**config.mk**
```make
export PLATFORM = sky130hd
export DESIGN_NAME = nibble_serial_subtractor_flat
export DESIGN_NICKNAME = d
export VERILOG_FILES = /design/src/rtl/nibble_serial_subtractor_if.sv /design/src/rtl/nibble_serial_subtractor.sv /design/src/flat_wrapper.sv
export SDC_FILE = /design/constraint.sdc
export NUM_CORES = 1
export LEC_CHECK = 0
export BUFFER_PORTS_ARGS = -buffer_cell sky130_fd_sc_hd__buf_4
export CORE_AREA = 2 2 83 85
export DETAILED_ROUTE_END_ITERATION = 7
export DIE_AREA = 0 0 85 87
export REMOVE_ABC_BUFFERS = 1
export SYNTH_ARGS = -nofsm -noshare
export SYNTH_HDL_FRONTEND = slang
export SYNTH_SLANG_ARGS = --single-unit
export TNS_END_PERCENT = 10
```
**constraint.sdc**
```tcl
create_clock -name clk -period 8.8 [get_ports clk]
set_clock_uncertainty 0.1 [all_clocks]
set_input_delay 1.32 -clock clk [delete_from_list [all_inputs] [get_ports clk]]
set_output_delay 1.32 -clock clk [all_outputs]
set_load 0.02 [all_outputs]
```
**src/rtl/nibble_serial_subtractor_if.sv**
```systemverilog
// Handshake/result bundle for nibble_serial_subtractor.
// The ovf signal exists only when SUB_OVF_EN is defined.
interface nibble_serial_subtractor_if #(
  parameter int WIDTH = 16
);
  logic             start;
  logic [WIDTH-1:0] a;
  logic [WIDTH-1:0] b;
  logic             borrow_in;
  logic             busy;
  logic             done;
  logic [WIDTH-1:0] d;
  logic             borrow_out;
  logic             zero;
`ifdef SUB_OVF_EN
  logic             ovf;

  modport master (output start, a, b, borrow_in,
                  input  busy, done, d, borrow_out, zero, ovf);
  modport slave  (input  start, a, b, borrow_in,
                  output busy, done, d, borrow_out, zero, ovf);
`else
  modport master (output start, a, b, borrow_in,
                  input  busy, done, d, borrow_out, zero);
  modport slave  (input  start, a, b, borrow_in,
                  output busy, done, d, borrow_out, zero);
`endif
endinterface

```
**src/rtl/nibble_serial_subtractor.sv**
```systemverilog
// Serial subtractor: d = a - b - borrow_in, one 4-bit lookahead slice per clock.
// Define SUB_OVF_EN to add the registered signed-overflow output ovf.
//
// state | meaning
// IDLE  | waiting for start; done pulses here for one cycle after completion
// RUN   | processing nibble idx, borrow carried in brw between nibbles
module nibble_serial_subtractor #(
  parameter int WIDTH = 16
) (
  input logic                       clk,
  input logic                       rst,
  nibble_serial_subtractor_if.slave bus
);
  localparam int NIB   = WIDTH / 4;
  localparam int IDX_W = (NIB > 1) ? $clog2(NIB) : 1;

  typedef enum logic {IDLE = 1'b0, RUN = 1'b1} state_t;

  state_t           state;
  logic [WIDTH-1:0] a_q;
  logic [WIDTH-1:0] b_q;
  logic [WIDTH-1:0] d_q;
  logic [IDX_W-1:0] idx;
  logic             brw;
  logic             busy_q;
  logic             done_q;
  logic             bout_q;
  logic             zero_q;

  logic [IDX_W+1:0] bit_off;
  logic [3:0]       a_nib;
  logic [3:0]       b_nib;
  logic [4:0]       sum5;
  logic [WIDTH-1:0] d_new;
  logic             last;

  assign bit_off = {idx, 2'b00};
  assign last    = (idx == IDX_W'(NIB - 1));

  // a - b - brw == a + ~b + ~brw; carry out of the slice is the inverted borrow
  always_comb begin
    a_nib = a_q[bit_off +: 4];
    b_nib = b_q[bit_off +: 4];
    sum5  = {1'b0, a_nib} + {1'b0, ~b_nib} + {4'b0000, ~brw};
    d_new = d_q;
    d_new[bit_off +: 4] = sum5[3:0];
  end

`ifdef SUB_OVF_EN
  logic ovf_q;
  assign bus.ovf = ovf_q;
`endif

  always_ff @(posedge clk or posedge rst) begin
    if (rst) begin
      state  <= IDLE;
      a_q    <= '0;
      b_q    <= '0;
      d_q    <= '0;
      idx    <= '0;
      brw    <= 1'b0;
      busy_q <= 1'b0;
      done_q <= 1'b0;
      bout_q <= 1'b0;
      zero_q <= 1'b0;
`ifdef SUB_OVF_EN
      ovf_q  <= 1'b0;
`endif
    end else begin
      case (state)
        IDLE: begin
          done_q <= 1'b0;
          if (bus.start) begin
            a_q    <= bus.a;
            b_q    <= bus.b;
            brw    <= bus.borrow_in;
            idx    <= '0;
            busy_q <= 1'b1;
            state  <= RUN;
          end
        end
        RUN: begin
          d_q <= d_new;
          brw <= ~sum5[4];
          idx <= idx + 1'b1;
          if (last) begin
            state  <= IDLE;
            busy_q <= 1'b0;
            done_q <= 1'b1;
            bout_q <= ~sum5[4];
            zero_q <= (d_new == '0);
`ifdef SUB_OVF_EN
            // signs of a and b differ and the result sign departs from a
            ovf_q  <= (a_q[WIDTH-1] ^ b_q[WIDTH-1]) & (d_new[WIDTH-1] ^ a_q[WIDTH-1]);
`endif
          end
        end
        default: state <= IDLE;
      endcase
    end
  end

  assign bus.busy       = busy_q;
  assign bus.done       = done_q;
  assign bus.d          = d_q;
  assign bus.borrow_out = bout_q;
  assign bus.zero       = zero_q;
endmodule

```
**src/flat_wrapper.sv**
```systemverilog
// flat-port wrapper written by rule: the top's interface ports become plain ports
module nibble_serial_subtractor_flat 
#(
  parameter int WIDTH = 16
)
  (clk, rst, bus_start, bus_a, bus_b, bus_borrow_in, bus_busy, bus_done, bus_d, bus_borrow_out, bus_zero);
  nibble_serial_subtractor_if #(.WIDTH(WIDTH)) bus_i ();
  input logic clk;
  input logic rst;
  input wire logic [$bits(bus_i.start)-1:0] bus_start;
  input wire logic [$bits(bus_i.a)-1:0] bus_a;
  input wire logic [$bits(bus_i.b)-1:0] bus_b;
  input wire logic [$bits(bus_i.borrow_in)-1:0] bus_borrow_in;
  output wire logic [$bits(bus_i.busy)-1:0] bus_busy;
  output wire logic [$bits(bus_i.done)-1:0] bus_done;
  output wire logic [$bits(bus_i.d)-1:0] bus_d;
  output wire logic [$bits(bus_i.borrow_out)-1:0] bus_borrow_out;
  output wire logic [$bits(bus_i.zero)-1:0] bus_zero;
  assign bus_i.start = bus_start;
  assign bus_i.a = bus_a;
  assign bus_i.b = bus_b;
  assign bus_i.borrow_in = bus_borrow_in;
  assign bus_busy = bus_i.busy;
  assign bus_done = bus_i.done;
  assign bus_d = bus_i.d;
  assign bus_borrow_out = bus_i.borrow_out;
  assign bus_zero = bus_i.zero;
  nibble_serial_subtractor #(.WIDTH(WIDTH)) u_core (.clk(clk), .rst(rst), .bus(bus_i));
endmodule
```
==> impl_metrics.env <==
export IMPL_status="completed"
export IMPL_clkTransAtPathRegs_ns=0.10
export IMPL_cts_tree="done"
export IMPL_cts_setup_buffers=0
export IMPL_rsz0062_at_grt="false"
export IMPL_holdBufCountCts=0
export IMPL_ys_seq_area_share_pct=51.3
export IMPL_synth_edf_count=0
export IMPL_synth_area_um2=2730
export IMPL_drt_iter0_markers=94
export IMPL_ctsResizeCount=0
export IMPL_die_x_um=85
export IMPL_ys_flop_type="dfrtp_1"
export IMPL_period_share_pct=39.6
export IMPL_drive_above_1_share_pct=41.2
export IMPL_p_comb_share_pct=56.4
export IMPL_cpPeakStageDelay_ns=0.90
export IMPL_end_kind="flop"
export IMPL_cp_top_family="flip-flops"
export IMPL_grt_max_degree=57
export IMPL_reg2reg_from="u_core.idx[0]$_DFFE_PP0P_"
export IMPL_cp_common_cell="fa_1"
export IMPL_setup_viol=0
export IMPL_worstMarginPinSlew_ns=0.839
export IMPL_core_area_um2=6570
export IMPL_synth_seq_cells=56
export IMPL_ys_types=43
export IMPL_synth_avg_cell_area_um2=12.6
export IMPL_start_util_pct=41.6
export IMPL_seqCellArea_um2=1400
export IMPL_fillCellCount=604
export IMPL_synth_area_leaders="dfrtp_1 (51%), mux2_2 (14%), mux4_2 (6.6%)"
export IMPL_p_int_mw=0.817
export IMPL_ir_worst_vdd_uv=182
export IMPL_insertion_delay_ns=0.30
export IMPL_slew_violations=0
export IMPL_p_per_area_nw_per_um2=432
export IMPL_place_hpwl_um=3830
export IMPL_dieHeight_um=87
export IMPL_yosys_warnings=0
export IMPL_grt_pass1_wl_um=9060
export IMPL_crit_type="flop to flop"
export IMPL_worstHoldStart="u_core.bus.done$_DFFE_PP0P_"
export IMPL_n_antenna_cell=0
export IMPL_worst_path_buf_inv=1
export IMPL_cts_root_buf="clkbuf_8"
export IMPL_rows=30
export IMPL_fmax_mhz=287
export IMPL_swShare_pct=43.0
export IMPL_p_sw_mw=0.616
export IMPL_multi_input_area_um2=1230
export IMPL_seq_power_share_pct=33.3
export IMPL_drc=0
export IMPL_grt_pass1_vias=1840
export IMPL_avgRoutedWirePerCell_um=14.9
export IMPL_critPathRequiredTime_ns=8.91
export IMPL_max_slew_margin_pct=44.1
export IMPL_cts_buffers=5
export IMPL_postRouteAntennaNets=0
export IMPL_hp_class="flop to flop"
export IMPL_nets=320
export IMPL_fin_tns_setup_ns=0
export IMPL_htree_levels=2
export IMPL_die_area_um2=7400
export IMPL_crit_slowest_cell="dfrtp_1"
export IMPL_viasPerCell=5.13
export IMPL_hold_violations=0
export IMPL_synthCells=216
export IMPL_dr_pass1_iters=4
export IMPL_areaGrowthSynthToFinish_pct=21.3
export IMPL_fin_crit_ns=3.48
export IMPL_io_pins=56
export IMPL_post_dp_cell_area_um2=3220
export IMPL_timing_critical_path_cells="mux4_2 > fa_1 > inv_1 > fa_1 > nand2b_1 > a31oi_1 > o22ai_1 > o41ai_2"
export IMPL_synth_top_area_share_pct=51.3
export IMPL_post_route_cell_area_um2=3310
export IMPL_wirelength_um=5280
export IMPL_arrival_ns=3.59
export IMPL_async_flop_share_pct=100
export IMPL_path_max_fanout=16
export IMPL_gp_congestion=0.768
export IMPL_cts_sinks=56
export IMPL_p_clk_share_pct=10.2
export IMPL_grt_ovfl_total=0
export IMPL_leakage_nw=1.52
export IMPL_worst_setup_path_start_kind="flop"
export IMPL_setup_worst_path_start="u_core.idx[0]$_DFFE_PP0P_"
export IMPL_antenna_found_initial=0
export IMPL_yosysTopAreaCell="dfrtp_1"
export IMPL_port_buffers=55
export IMPL_cap_viol_max_count=0
export IMPL_vias=1816
export IMPL_grtUsageTotal_pct=15.4
export IMPL_clockBufferDepth=2
[final timing paths]
check,endpoint,slack (ns),cells after the start
max,u_core.bus.zero$_DFFE_PP0P_,5.32,8
min,u_core.bus.done$_DFFE_PP0P_,0.39,1
max reg2reg,u_core.bus.zero$_DFFE_PP0P_,5.32,8
min reg2reg,u_core.bus.done$_DFFE_PP0P_,0.39,1
max in group asynchronous,u_core.b_q[12]$_DFFE_PP0P_,7.03,3
min in group asynchronous,u_core.b_q[6]$_DFFE_PP0P_,1.11,3
[through the flow]
stage / std cells / util, % / power [mW] / worst slack (ns) / hold WS, ns
6_report: 354 / 50.5 / 1.43 / 5.32 / 0.389
2_1_floorplan: 209 / - / 1.05 / 5.36 / 0.375
3_5_place_dp: 346 / 49.0 / 1.30 / 5.28 / 0.372
5_1_grt: 354 / 50.5 / 1.56 / 5.09 / 0.410
4_1_cts: 354 / 50.5 / 1.45 / 5.27 / 0.395
3_3_place_gp: 346 / 49.0 / 1.29 / 5.39 / 0.368
[area by class of cell]
| cell class | count | area share [%] |
|---|---|---|
| clock buffers | 6 | 2.49 |
| clock inverters | 2 | 0.302 |
| inverters | 16 | 1.81 |
| multi-input cells | 137 | 37.2 |
| flip-flops and latches | 56 | 42.3 |
| well taps | 80 | 3.02 |
| repair buffers | 57 | 12.9 |
[cell families after synthesis]
group	Yosys count	share of synthesized area, %
compound gates	37	9.76
xor+xnor	2	0.641
fa+ha+maj	11	5.59
buf+inv	23	3.66
flops	56	51.3
mux	42	20.6
simple gates	45	8.47
[flip-flops by register name, summed over array words and instances (netlist names)]
register / count
u_core.a_q: 16
u_core.idx: 2
u_core.brw: 1
u_core.bus.d: 16
u_core.bus.borrow_out: 1
u_core.bus.done: 1
u_core.bus.zero: 1
u_core.state: 1
u_core.b_q: 16
u_core.bus.busy: 1
[cell usage after synthesis, types with 2 or more instances]
master,instances
dfrtp_1,56
mux2_2,33
nand2_1,26
inv_1,15
o21ai_0,12
ha_1,9
mux4_2,8
o31ai_1,5
a21o_1,3
buf_4,3
nor3_1,3
a21oi_1,2
a31oi_1,2
buf_2,2
clkbuf_1,2
fa_1,2
nand2b_1,2
nor2_1,2
nor3b_1,2
nor4_1,2
o22ai_1,2
or3_1,2
[power by group through the flow]
stage	clock [mW]	combinational (mW)	sequential, mW
floorplan	0	0.558	0.494
finish	0.147	0.809	0.478
global placement	0	0.803	0.482
global route	0.165	0.893	0.499
detailed placement	0	0.813	0.487
CTS	0.153	0.816	0.481
[cells in the final DEF, fill, tap and decap left out, drive strengths merged, types with 2 or more instances in the layout]
cell    instances
o31ai           5
buf            57
o22ai           2
mux2           33
nand2b          2
inv            16
fa              2
nor2            2
ha              9
nor4            2
nor3            3
o21ai          13
clkinv          2
dfrtp          56
a21o            3
a31oi           2
a21oi           2
or3             2
nor3b           2
mux4            8
nand2          26
clkbuf          6
[per-layer routing]
layer,global-route usage [%],wire [µm]
met1,22.0,2550
met2,23.4,2400
met3,3.51,287
met4,4.76,46
met5,0,0
(Power assumes the default switching activity.)
